$ cat config.mk
export PLATFORM = sky130hd
export DESIGN_NAME = datapath_ctrl
export DESIGN_NICKNAME = d
export VERILOG_FILES = /design/src/rtl/datapath_ctrl.sv
export SDC_FILE = /design/constraint.sdc
export NUM_CORES = 1
export LEC_CHECK = 0
export CORE_MARGIN = 8
export CORE_UTILIZATION = 25
export CTS_CLUSTER_DIAMETER = 50
export DETAILED_ROUTE_END_ITERATION = 10
export PLACE_DENSITY = 0.75
export SETUP_SLACK_MARGIN = 0.15
export SLEW_MARGIN = 20
export SYNTH_ARGS = -nofsm -noshare
export SYNTH_HDL_FRONTEND = slang
export SYNTH_SLANG_ARGS = --single-unit
$ cat constraint.sdc
create_clock -name clk -period 1.5 [get_ports clk]
set_input_delay 0.3 -clock clk [delete_from_list [all_inputs] [get_ports clk]]
set_output_delay 0.3 -clock clk [all_outputs]
set_load 0.1 [all_outputs]
$ cat src/rtl/datapath_ctrl.sv
// Multicycle control unit for the 16-bit CPU datapath: decode, branch evaluation, memory handshake.
// Optional memory-wait timeout fault is built only when MEM_TIMEOUT_EN is defined.
module datapath_ctrl #(
  parameter int TIMEOUT_W   = 8,
  parameter int MEM_TIMEOUT = 200
) (
  input  logic        clk,
  input  logic        reset,
  input  logic [31:0] instr,
  input  logic        c,
  input  logic        v,
  input  logic        n,
  input  logic        z,
  input  logic        mem_ack,
  output logic        regwrite,
  output logic        mb,
  output logic        md,
  output logic [2:0]  pcsrc,
  output logic        immsrc,
  output logic        pc_en,
  output logic        mem_req,
  output logic        mem_we,
  output logic        halted,
  output logic        fault
);

  typedef enum logic [1:0] {S_RUN, S_MEM_WAIT, S_HALT, S_FAULT} state_t;

  localparam logic [2:0] OP_ALU_R = 3'b000;
  localparam logic [2:0] OP_ALU_I = 3'b001;
  localparam logic [2:0] OP_LOAD  = 3'b010;
  localparam logic [2:0] OP_STORE = 3'b011;
  localparam logic [2:0] OP_BR    = 3'b100;
  localparam logic [2:0] OP_CALL  = 3'b101;
  localparam logic [2:0] OP_JR    = 3'b110;
  localparam logic [2:0] OP_HALT  = 3'b111;

  localparam logic [2:0] PC_INC = 3'b000;
  localparam logic [2:0] PC_REL = 3'b010;
  localparam logic [2:0] PC_IMM = 3'b110;
  localparam logic [2:0] PC_ALU = 3'b111;

  if (MEM_TIMEOUT < 1 || MEM_TIMEOUT > (1 << TIMEOUT_W)) begin : g_cfg_check
    $error("MEM_TIMEOUT must be between 1 and 2**TIMEOUT_W");
  end

  state_t     r_state;
  logic [2:0] w_op;
  logic [3:0] w_cond;
  logic       w_taken;
  logic       w_is_mem;
  logic       w_tmo;
  logic       w_unused;

  assign w_op     = instr[31:29];
  assign w_cond   = instr[23:20];
  assign w_is_mem = (w_op == OP_LOAD) || (w_op == OP_STORE);
  assign w_unused = ^{instr[28:24], instr[19:0]};

  function automatic logic cond_met(input logic [3:0] cond,
                                    input logic fc, input logic fv,
                                    input logic fn, input logic fz);
    case (cond)
      4'h0:    return fz;
      4'h1:    return !fz;
      4'h2:    return fc;
      4'h3:    return !fc;
      4'h4:    return fn;
      4'h5:    return !fn;
      4'h6:    return fv;
      4'h7:    return !fv;
      4'h8:    return fc && !fz;
      4'h9:    return !fc || fz;
      4'hA:    return fn == fv;
      4'hB:    return fn != fv;
      4'hC:    return !fz && (fn == fv);
      4'hD:    return fz || (fn != fv);
      4'hE:    return 1'b1;
      default: return 1'b0;
    endcase
  endfunction

  assign w_taken = cond_met(w_cond, c, v, n, z);

`ifdef MEM_TIMEOUT_EN
  logic [TIMEOUT_W-1:0] r_cnt;

  // Counter only runs while waiting; held at zero in RUN so each access starts fresh.
  always_ff @(posedge clk) begin
    if (reset || r_state != S_MEM_WAIT) r_cnt <= '0;
    else if (!mem_ack)                  r_cnt <= r_cnt + 1'b1;
  end

  assign w_tmo = (r_cnt == TIMEOUT_W'(MEM_TIMEOUT - 1));
`else
  assign w_tmo = 1'b0;
`endif

  always_ff @(posedge clk) begin
    if (reset) begin
      r_state <= S_RUN;
    end else begin
      case (r_state)
        S_RUN: begin
          if (w_is_mem)              r_state <= S_MEM_WAIT;
          else if (w_op == OP_HALT)  r_state <= S_HALT;
        end
        S_MEM_WAIT: begin
          if (mem_ack)    r_state <= S_RUN;
          else if (w_tmo) r_state <= S_FAULT;
        end
        default: r_state <= r_state;
      endcase
    end
  end

  // Outputs decode from state and the (externally held) instruction word.
  always_comb begin
    regwrite = 1'b0;
    mb       = 1'b0;
    md       = 1'b0;
    pcsrc    = PC_INC;
    immsrc   = 1'b0;
    pc_en    = 1'b0;
    mem_req  = 1'b0;
    mem_we   = 1'b0;
    halted   = 1'b0;
    fault    = 1'b0;
    if (!reset) begin
      case (r_state)
        S_RUN: begin
          case (w_op)
            OP_ALU_R: begin
              regwrite = 1'b1;
              pc_en    = 1'b1;
            end
            OP_ALU_I: begin
              mb       = 1'b1;
              regwrite = 1'b1;
              pc_en    = 1'b1;
            end
            OP_LOAD, OP_STORE: begin
              mem_req = 1'b1;
              mem_we  = (w_op == OP_STORE);
              mb      = 1'b1;
            end
            OP_BR: begin
              pcsrc = w_taken ? PC_REL : PC_INC;
              pc_en = 1'b1;
            end
            OP_CALL: begin
              mb       = 1'b1;
              immsrc   = 1'b1;
              regwrite = 1'b1;
              pcsrc    = PC_IMM;
              pc_en    = 1'b1;
            end
            OP_JR: begin
              pcsrc = PC_ALU;
              pc_en = 1'b1;
            end
            default: ;
          endcase
        end
        S_MEM_WAIT: begin
          mem_req = 1'b1;
          mem_we  = (w_op == OP_STORE);
          mb      = 1'b1;
          if (mem_ack) begin
            pc_en = 1'b1;
            if (w_op == OP_LOAD) begin
              md       = 1'b1;
              regwrite = 1'b1;
            end
          end
        end
        S_HALT: begin
          halted = 1'b1;
        end
        default: begin
          halted = 1'b1;
`ifdef MEM_TIMEOUT_EN
          fault  = 1'b1;
`endif
        end
      endcase
    end
  end

endmodule
==> flow_summary_export.csv, run 1 <==
group,metric,value,unit
route,finalWirelength,2230,microns
place,placed_area,1140,sq um
logic_synthesis,netlist_area,482,sq um
sta,final-hold-violation-count,0,
logic_synthesis,postSynth.topFlopCell,"dfxtp_1",
logic_synthesis,ys_async_sr_fraction,0,%
route,postRouteAntennaNets,0,
clock_tree,cts_tree,"done",
clock_tree,htree_num_levels,1,
clock_tree,clkSlewWorstSetupHoldPaths,0.03,ns
critical_path,max_stage_delay,0.55,ns
sta,setup_slack,-0.583,ns
pwr,vdd_drop_max,0.591,mV
clock_tree,ctsHoldBuffers,0,
critical_path,crit_path_cell_trace,"or4b_4, a21oi_2, o41ai_2, buf_4, a31oi_4, buf_12",
floorplanning,dieArea,3590,sq um
flow_run,max_cap_viol_count,0,
logic_synthesis,count_of_flip_flops_with_a_built_in_enable_after_synthesis,0,
sta,setup_violations,11,
route,wire_per_inst,14.4,microns
logic_synthesis,synth_cells,74,
layout,final_nets,169,
place,gp_congestion,0.871,
sta,final_min_period_over_clock_period,139,%
logic_synthesis,post_synth_fa_ha_maj_area_fraction,0,%
critical_path,crit_fanout,4,
logic_synthesis,post_synth_num_cell_types,39,
layout,total_of_fill_cells_in_the_finished_design,146,
logic_synthesis,postSynthAreaPerCell,6.51,sq um
logic_synthesis,seq_area_frac_synth,8.31,%
critical_path,cp.required,1.20,ns
global_routing,grt_start_max_net_pins,10,
critical_path,crit_buf_inv,2,
clock_tree,clock_tree.root_cell,"clkbuf_4",
critical_path,cpMaxStageDelayCell,"or4b_4",
floorplanning,die_width,59.9,microns
global_routing,antenna_found_initial,0,
sta,hold-worst-slack,0.472,ns
critical_path,cell_family_with_most_cp_delay,"simple AND/OR/NAND/NOR gates",
pwr,static-leakage-power,0.565,nW
logic_synthesis,yosys.area_share.xor_xnor,5.45,%
logic_synthesis,yosys_warnings,0,
floorplanning,io_pins,51,
outcome,status,"finished, violations left",
logic_synthesis,synth_compound_gate_area_share,24.2,%
place,place_worst_setup_slack,-0.965,ns
critical_path,startpoint_type,"flop",
worst_hold_path,holdCritPathClass,"input pin to flop",
layout,largest_registers,"r_state: 2 flops",
sta,maxClockFrequency,480,MHz
sta,final.setup_skew,0.00130,ns
sta,rsz0062_at_grt,"true",
route,drt_pass1_iterations,4,
critical_path,worstSetupPathType,"flop to output pin",
clock_tree,cts_inserted_buffers,3,
place,placed_cells,144,
outcome,violated_checks,"negative setup slack",
place,portBuffers,24,
clock_tree,clkSinkCount,2,
layout,fin_cells,155,
logic_synthesis,largest_family_of_logic_cells_by_synthesized_area,"simple AND/OR/NAND/NOR gates",
pwr,power_density,488,nW/um^2
logic_synthesis,synth-simple-area-share,44.4,%
global_routing,grt_overflow_total,0,
floorplanning,placement_rows,16,
logic_synthesis,flip_flop_and_latch_count_after_synthesis,2,
logic_synthesis,post_syn_nets,113,
clock_tree,insertion_delay,0.22,ns
route,detail_route.drc_violations,0,
pwr,finalPower,0.661,mW
logic_synthesis,synth.area.mux_share,4.42,%
layout,final_cell_area,1360,sq um
layout,syn_to_final_growth,181,%
clock_tree,ctsLongestPathBuffers,2,
sta,period_minus_slack,2.08,ns
route,drt_iter0_drc,8,
critical_path,cp-end-kind,"output pin",
layout,largest_register,"r_state",
layout,n_antenna_cell,0,
layout,largest_register_ffs,2,
layout,post_route_cells_drive_above_1_share,68.8,%
critical_path,worstPathArrival,1.78,ns
place,hpwl,1580,microns
floorplanning,floorplan.core_area,1880,sq um
floorplanning,start_util,25.6,%
route,num_vias,762,
sta,report.final.slew_viol_count,0,
global_routing,global_route.usage.total,13.4,%
global_routing,first_global_vias,850,
global_routing,global_route_wire_length_before_repair,3820,microns
route,post_drt_via_cell_ratio,4.92,
floorplanning,die_height,59.9,microns
==> synthesized netlist by cell type, types with 2 or more instances <==
cell type,instances,area (sq um)
nand2_1,7,26.3
nand2b_1,3,18.8
clkbuf_1,3,11.3
a21oi_1,7,35.0
or2_2,2,12.5
xnor2_1,2,17.5
nor2_1,8,30.0
inv_1,4,15.0
buf_2,2,10.0
nor3_1,4,20.0
nor2b_1,2,12.5
nor4b_1,2,17.5
dfxtp_1,2,40.0
==> cells in the final DEF, fill, tap and decap left out, types with 3 or more instances in the layout <==
master         count
buf_4             24
buf_12            11
buf_6             11
dlygate4sd2_1      8
nand2_1            5
nor2_4             5
inv_1              3
a21oi_2            3
clkbuf_4           3
==> worst reg2reg max path: stages, from the launching register on <==
cell and delay, ns:
dfxtp_2 0.31, buf_4 0.13, buf_6 0.10, buf_6 0.11
buf_6 0.11, or3_2 0.49, a21oi_2 0.15
==> where the power goes <==
group          switching [mW]  internal, mW  total [mW]
Clock                  0.0252        0.0878       0.113
Combinational           0.269         0.220       0.489
Sequential            0.00165        0.0574      0.0590
==> kinds of logic after synthesis <==
kind of cell    after synthesis
compound gates               17
simple gates                 37
buf+inv                      12
mux                           2
other cells                   1
flops                         2
xor+xnor                      3
==> timing repair <==
action,in CTS,in global routing
gates cloned,0,0
resized for setup,48,4
endpoints found under the setup margin,12,11
pin swaps,7,5
setup buffers,6,3
==> per-stage QoR <==
step / utilization (%) / TNS [ns]
finish: 72.0 / -4.35
global route: 72.0 / -4.84
CTS: 70.0 / -3.37
detailed placement: 60.4 / -6.13
global placement: 60.4 / -5.76
floorplan: - / -3.34
==> cell type report <==
class | count | area [sq um] | share of cell area [%]
Sequential cell | 2 | 42.5 | 3.14
Multi-Input combinational cell | 60 | 599 | 44.2
Clock buffer | 3 | 22.5 | 1.66
Inverter | 4 | 15.0 | 1.11
Timing Repair Buffer | 59 | 642 | 47.4
Tap cell | 27 | 33.8 | 2.49
==> path summary, 6_finish.rpt <==
path / slack (ns) / cells after the start / start / to
worst max register to register: 0.03 / 6 / r_state[1] / r_state[0]
worst min-delay path: 0.47 / 3 / reset / r_state[0]
worst max-delay path: -0.58 / 6 / r_state[1] / pcsrc[1]
worst min register to register: 0.66 / 3 / r_state[0] / r_state[0]
==> metal layers <==
| layer | wire length [microns] | vias to the layer above | share of wire (%) | GRT usage, % |
|---|---|---|---|---|
| met5 | 0 | - | 0 | 0 |
| met4 | 36 | 0 | 1.6 | 5.10 |
| met3 | 126 | 4 | 5.7 | 3.23 |
| met2 | 1240 | 19 | 56 | 26.0 |
| met1 | 822 | 366 | 37 | 13.0 |
| li1 | - | 373 | - | - |
Power figures use the tool's default switching activity.
==> run 2: changes to the inputs <==
CORE_UTILIZATION = 28   (was 25)
PLACE_DENSITY = 0.8   (was 0.75)
clock period = 2.2 ns   (was 1.5 ns; I/O delays follow)
==> flow_summary_export.csv, run 2 (same netlist as run 1, synthesis figures left out) <==
group,metric,value,unit
outcome,status,"finished, violations left",
outcome,violated_checks,"negative setup slack",
pwr,internal_power,0.234,mW
floorplanning,die_height,57.5,microns
critical_path,worst_r2r_endpoint,"r_state[0]",
critical_path,cp-end-kind,"output pin",
layout,commonest_cells_after_routing_fill_and_taps_aside,"buf_4 (28), buf_12 (11), clkbuf_2 (7)",
sta,maxClockFrequency,439,MHz
sta,final_min_period_over_clock_period,104,%
critical_path,crit_fanout,3,
clock_tree,clkSlewWorstSetupHoldPaths,0.04,ns
route,num_vias,737,
place,portBuffers,24,
route,drt_pass1_iterations,4,
sta,hold-worst-slack,0.635,ns
pwr,power.clock.fraction,20.1,%
critical_path,startpoint_type,"input pin",
place,placed_area,1080,sq um
clock_tree,clkSinkCount,2,
layout,final_nets,167,
critical_path,rr_startpoint,"r_state[1]",
clock_tree,htree_num_levels,1,
global_routing,grt_start_max_net_pins,10,
critical_path,setup.worst_path.end,"pcsrc[1]",
layout,largest_register,"r_state",
floorplanning,placement_rows,15,
floorplanning,floorplan.core_area,1670,sq um
route,detail_route.drc_violations,0,
global_routing,global_route_wire_length_before_repair,3320,microns
layout,largest_registers,"r_state: 2 flops",
sta,rsz0062_at_grt,"true",
clock_tree,cts_inserted_buffers,3,
pwr,static-leakage-power,0.526,nW
sta,final-hold-violation-count,0,
clock_tree,clock_tree.root_cell,"clkbuf_4",
sta,setup_violations,3,
global_routing,grt_overflow_total,0,
critical_path,r2r.worst_path.cells,3,
layout,total_of_fill_cells_in_the_finished_design,118,
pwr,power_switching_share,46.3,%
clock_tree,ctsHoldBuffers,0,
worst_hold_path,holdCritPathClass,"input pin to flop",
route,post_drt_via_cell_ratio,5.15,
layout,post_route_cells_drive_above_1_share,67.5,%
global_routing,global_route.usage.total,12.5,%
sta,final.setup_skew,0.00765,ns
critical_path,cp.required,1.76,ns
flow_run,max_cap_viol_count,0,
layout,largest_register_ffs,2,
pwr,power_switching,0.202,mW
layout,final_cell_area,1210,sq um
layout,syn_to_final_growth,152,%
clock_tree,insertion_delay,0.24,ns
critical_path,crit_path_cell_trace,"buf_6, or4b_4, a21oi_2, o41ai_2, buf_4, a31oi_4, buf_12",
floorplanning,die_width,57.5,microns
floorplanning,dieArea,3300,sq um
sta,setup_slack,-0.0790,ns
global_routing,antenna_found_initial,0,
route,drt_iter0_drc,3,
sta,report.final.slew_viol_count,0,
pwr,power.share.sequential,9.2,%
clock_tree,cts_tree,"done",
layout,n_antenna_cell,0,
pwr,finalPower,0.435,mW
place,hpwl,1580,microns
pwr,power_density,358,nW/um^2
layout,layout_commonest_cell,"buf_4",
critical_path,cpMaxStageDelayCell,"or4b_4",
place,place_worst_setup_slack,-0.433,ns
global_routing,first_global_vias,760,
route,postRouteAntennaNets,0,
route,wire_per_inst,15.9,microns
route,finalWirelength,2280,microns
pwr,p_comb_share,70.7,%
clock_tree,ctsLongestPathBuffers,2,
critical_path,max_stage_delay,0.56,ns
critical_path,reg2reg_setup_slack,1.06,ns
critical_path,worstPathArrival,1.84,ns
sta,period_minus_slack,2.28,ns
floorplanning,io_pins,51,
place,gp_congestion,0.833,
critical_path,worstSetupPathType,"input pin to output pin",
critical_path,setup.worst_path.start,"reset",
pwr,vdd_drop_max,0.360,mV
floorplanning,start_util,28.8,%
run 2: cell count changes in the layout (fill, tap and decap cells not counted), moves of 2 or more:
cell,previous run,this run
clkbuf_2,0,7
dlygate4sd2_1,8,1
buf_6,11,6
buf_4,24,28
a21oi_1,2,4
dfxtp_1,0,2
dfxtp_2,2,0
nor2_4,5,3
nor3_2,0,2
run 2: cell type report:
type                       instances  area, sq um  share of cell area [%]
inverter                           4         15.0                    1.24
sequential                         2         40.0                    3.30
multi-input combinational         60          536                    44.1
clock buffer                       3         22.5                    1.85
tap                               17         21.3                    1.75
timing repair buffer              57          581                    47.8
run 2: worst min path at each step:
stage / startpoint / to / cells past startpoint
floorplan: r_state[0] / r_state[0] / 2
global placement: r_state[1] / r_state[1] / 3
detailed placement: r_state[1] / r_state[1] / 3
CTS: reset / r_state[0] / 3
global route: reset / r_state[0] / 5
finish: reset / r_state[0] / 5
run 2: routing by layer:
| layer | global-route usage (%) | up-vias | wire, microns |
|---|---|---|---|
| li1 | - | 364 | - |
| met1 | 11.2 | 350 | 816 |
| met2 | 24.9 | 19 | 1340 |
| met3 | 2.47 | 4 | 87 |
| met4 | 7.14 | 0 | 31 |
| met5 | 0 | - | 0 |
run 2: through the flow:
stage | instances | utilization, % | TNS [ns]
floorplan | 74 | - | -0.301
global placement | 134 | 64.9 | -1.01
detailed placement | 134 | 64.9 | -1.16
CTS | 139 | 70.1 | -0.156
global route | 143 | 72.7 | -0.228
finish | 143 | 72.7 | -0.120
run 2: worst max-delay path: cells and delay by family:
family                 cells  cell delay [ns]
AND/OR/NAND/NOR            1             0.56
AO/OA/AOI/OAI              3             0.39
buffers and inverters      3             0.44
run 2: power by group through the flow:
stage          clock (mW)  combinational (mW)  sequential (mW)
2_1_floorplan           0               0.165           0.0414
3_3_place_gp            0               0.277           0.0400
3_5_place_dp            0               0.283           0.0403
4_1_cts            0.0881               0.294           0.0399
5_1_grt            0.0912               0.321           0.0404
6_report           0.0873               0.308           0.0401
run 2: what timing repair did:
action | CTS | global route
pin swaps | 8 | 9
resized for setup | 35 | 22
buffers inserted | 2 | 4
setup endpoints to repair | 10 | 7
==> run 3: changes to the inputs <==
--- a/config.mk
+++ b/config.mk
@@ -7,8 +7,8 @@
 export LEC_CHECK = 0
 export CORE_MARGIN = 8
-export CORE_UTILIZATION = 28
+export CORE_UTILIZATION = 30
 export CTS_CLUSTER_DIAMETER = 50
 export DETAILED_ROUTE_END_ITERATION = 10
-export PLACE_DENSITY = 0.8
+export PLACE_DENSITY = 0.84
 export SETUP_SLACK_MARGIN = 0.15
 export SLEW_MARGIN = 20
==> constraint.sdc (replaced) <==
create_clock -name clk -period 2.8 [get_ports clk]
set_input_delay 0.56 -clock clk [delete_from_list [all_inputs] [get_ports clk]]
set_output_delay 0.56 -clock clk [all_outputs]
set_load 0.01 [all_outputs]
==> flow_summary_export.csv, run 3 (same netlist as run 1, synthesis figures left out) <==
group,metric,value,unit
route,wire_per_inst,13.2,microns
floorplanning,io_pins,51,
critical_path,reg2reg_setup_slack,1.79,ns
global_routing,antenna_found_initial,0,
place,placed_area,810,sq um
clock_tree,ctsLongestPathBuffers,2,
layout,largest_register_ffs,2,
clock_tree,htree_num_levels,1,
flow_run,max_cap_viol_count,0,
place,hpwl,1300,microns
layout,syn_to_final_growth,77.7,%
clock_tree,cts_inserted_buffers,3,
worst_hold_path,hold_path_depth,2,
layout,layout_commonest_cell,"buf_4",
sta,report.final.slew_viol_count,0,
global_routing,global_route_wire_length_before_repair,2710,microns
layout,largest_register,"r_state",
global_routing,grt_start_max_net_pins,11,
clock_tree,clkSlewWorstSetupHoldPaths,0.03,ns
outcome,status,"finished clean",
layout,commonest_cells_after_routing_fill_and_taps_aside,"buf_4 (15), dlygate4sd2_1 (11), nor2_1 (8)",
critical_path,cp.required,2.24,ns
floorplanning,die_height,56.1,microns
floorplanning,floorplan.core_area,1510,sq um
pwr,power_density,242,nW/um^2
critical_path,worst_r2r_endpoint,"r_state[0]",
floorplanning,placement_rows,14,
global_routing,global_route.usage.total,9.99,%
layout,final_core_utilization,56.8,%
global_routing,first_global_vias,646,
critical_path,crit_buf_inv,2,
floorplanning,die_width,56.1,microns
place,portBuffers,24,
critical_path,r2r.worst_path.cells,2,
route,num_vias,635,
clock_tree,postCtsSetupRepairBufs,0,
critical_path,cp-end-kind,"output pin",
route,detail_route.drc_violations,0,
place,gp_congestion,0.824,
critical_path,max_stage_delay,0.53,ns
global_routing,grt_overflow_total,0,
route,drt_pass1_iterations,4,
worst_hold_path,hold_path_endpoint,"r_state[0]",
sta,final_min_period_over_clock_period,91.0,%
layout,largest_registers,"r_state: 2 flops",
clock_tree,insertion_delay,0.22,ns
layout,fin_cells,124,
place,placed_cells,121,
sta,final.setup_skew,0.00222,ns
critical_path,cell_family_with_most_cp_delay,"simple AND/OR/NAND/NOR gates",
worst_hold_path,holdCritPathClass,"flop to flop",
pwr,static-leakage-power,0.449,nW
sta,final-hold-violation-count,0,
clock_tree,cts_tree,"done",
critical_path,crit_fanout,5,
critical_path,worstSetupPathType,"input pin to output pin",
worst_hold_path,timing.hold.worst.start,"r_state[0]",
critical_path,cpMaxStageDelayCell,"or4b_4",
sta,hold-worst-slack,0.561,ns
floorplanning,dieArea,3140,sq um
layout,final_nets,149,
critical_path,rr_startpoint,"r_state[1]",
route,post_drt_via_cell_ratio,5.12,
route,postRouteAntennaNets,0,
critical_path,crit_path_cell_trace,"dlygate4sd2_1, or4b_4, a2bb2oi_2, o221a_1, a31oi_1, buf_2",
route,drt_iter0_drc,7,
layout,post_route_cells_drive_above_1_share,25.9,%
clock_tree,clkSinkCount,2,
pwr,finalPower,0.207,mW
critical_path,worstPathArrival,1.99,ns
sta,maxClockFrequency,392,MHz
layout,final_cell_area,856,sq um
sta,rsz0062_at_grt,"false",
sta,period_minus_slack,2.55,ns
route,finalWirelength,1630,microns
floorplanning,start_util,32.0,%
clock_tree,clock_tree.root_cell,"clkbuf_4",
clock_tree,ctsHoldBuffers,0,
sta,setup_violations,0,
pwr,vdd_drop_max,0.173,mV
critical_path,startpoint_type,"input pin",
layout,n_antenna_cell,0,
==> run 3: routing by layer <==
layer / GRT usage, % / routed length [microns]
met1: 9.92 / 684
met2: 18.5 / 849
met3: 3.42 / 91
met4: 3.44 / 6
met5: 0 / 0
==> run 3: repair_timing <==
item,4_1_cts,5_1_grt
gates resized for setup,15,12
pin swaps,0,2
cloned,0,0
endpoints found under the setup margin,10,2
==> run 3: final cells by class <==
type / instances / area [sq um]
fill: 153 / 651
multi-input combinational: 60 / 407
timing repair buffer: 39 / 352
sequential: 2 / 40.0
clock buffer: 3 / 22.5
tap: 16 / 20.0
inverter: 4 / 15.0
==> run 3: through the flow <==
| step | setup WS (ns) | TNS (ns) |
|---|---|---|
| floorplan | 0.693 | 0 |
| finish | 0.251 | 0 |
| CTS | 0.120 | 0 |
| detailed placement | -0.322 | -0.556 |
| global placement | -0.301 | -0.523 |
| global route | 0.168 | 0 |
==> run 3: worst max path at each step <==
stage | cells after the start | start | slack [ns] | to
floorplan | 5 | instr[22] | 0.69 | pcsrc[1]
global placement | 6 | reset | -0.30 | pcsrc[1]
detailed placement | 6 | reset | -0.32 | pcsrc[1]
CTS | 6 | instr[31] | 0.12 | pcsrc[1]
global route | 6 | reset | 0.17 | pcsrc[1]
finish | 6 | reset | 0.25 | pcsrc[1]
==> run 3: power breakdown <==
part	internal (mW)	switching (mW)
combinational	0.0621	0.0489
sequential	0.0304	0.00232
clock	0.0473	0.0160
==> run 3: worst reg2reg max path: cells and delay by family, from the launching register on <==
kind / cells / cell delay (ns)
flip-flops: 1 / 0.33
AND/OR/NAND/NOR: 1 / 0.48
AO/OA/AOI/OAI: 1 / 0.13
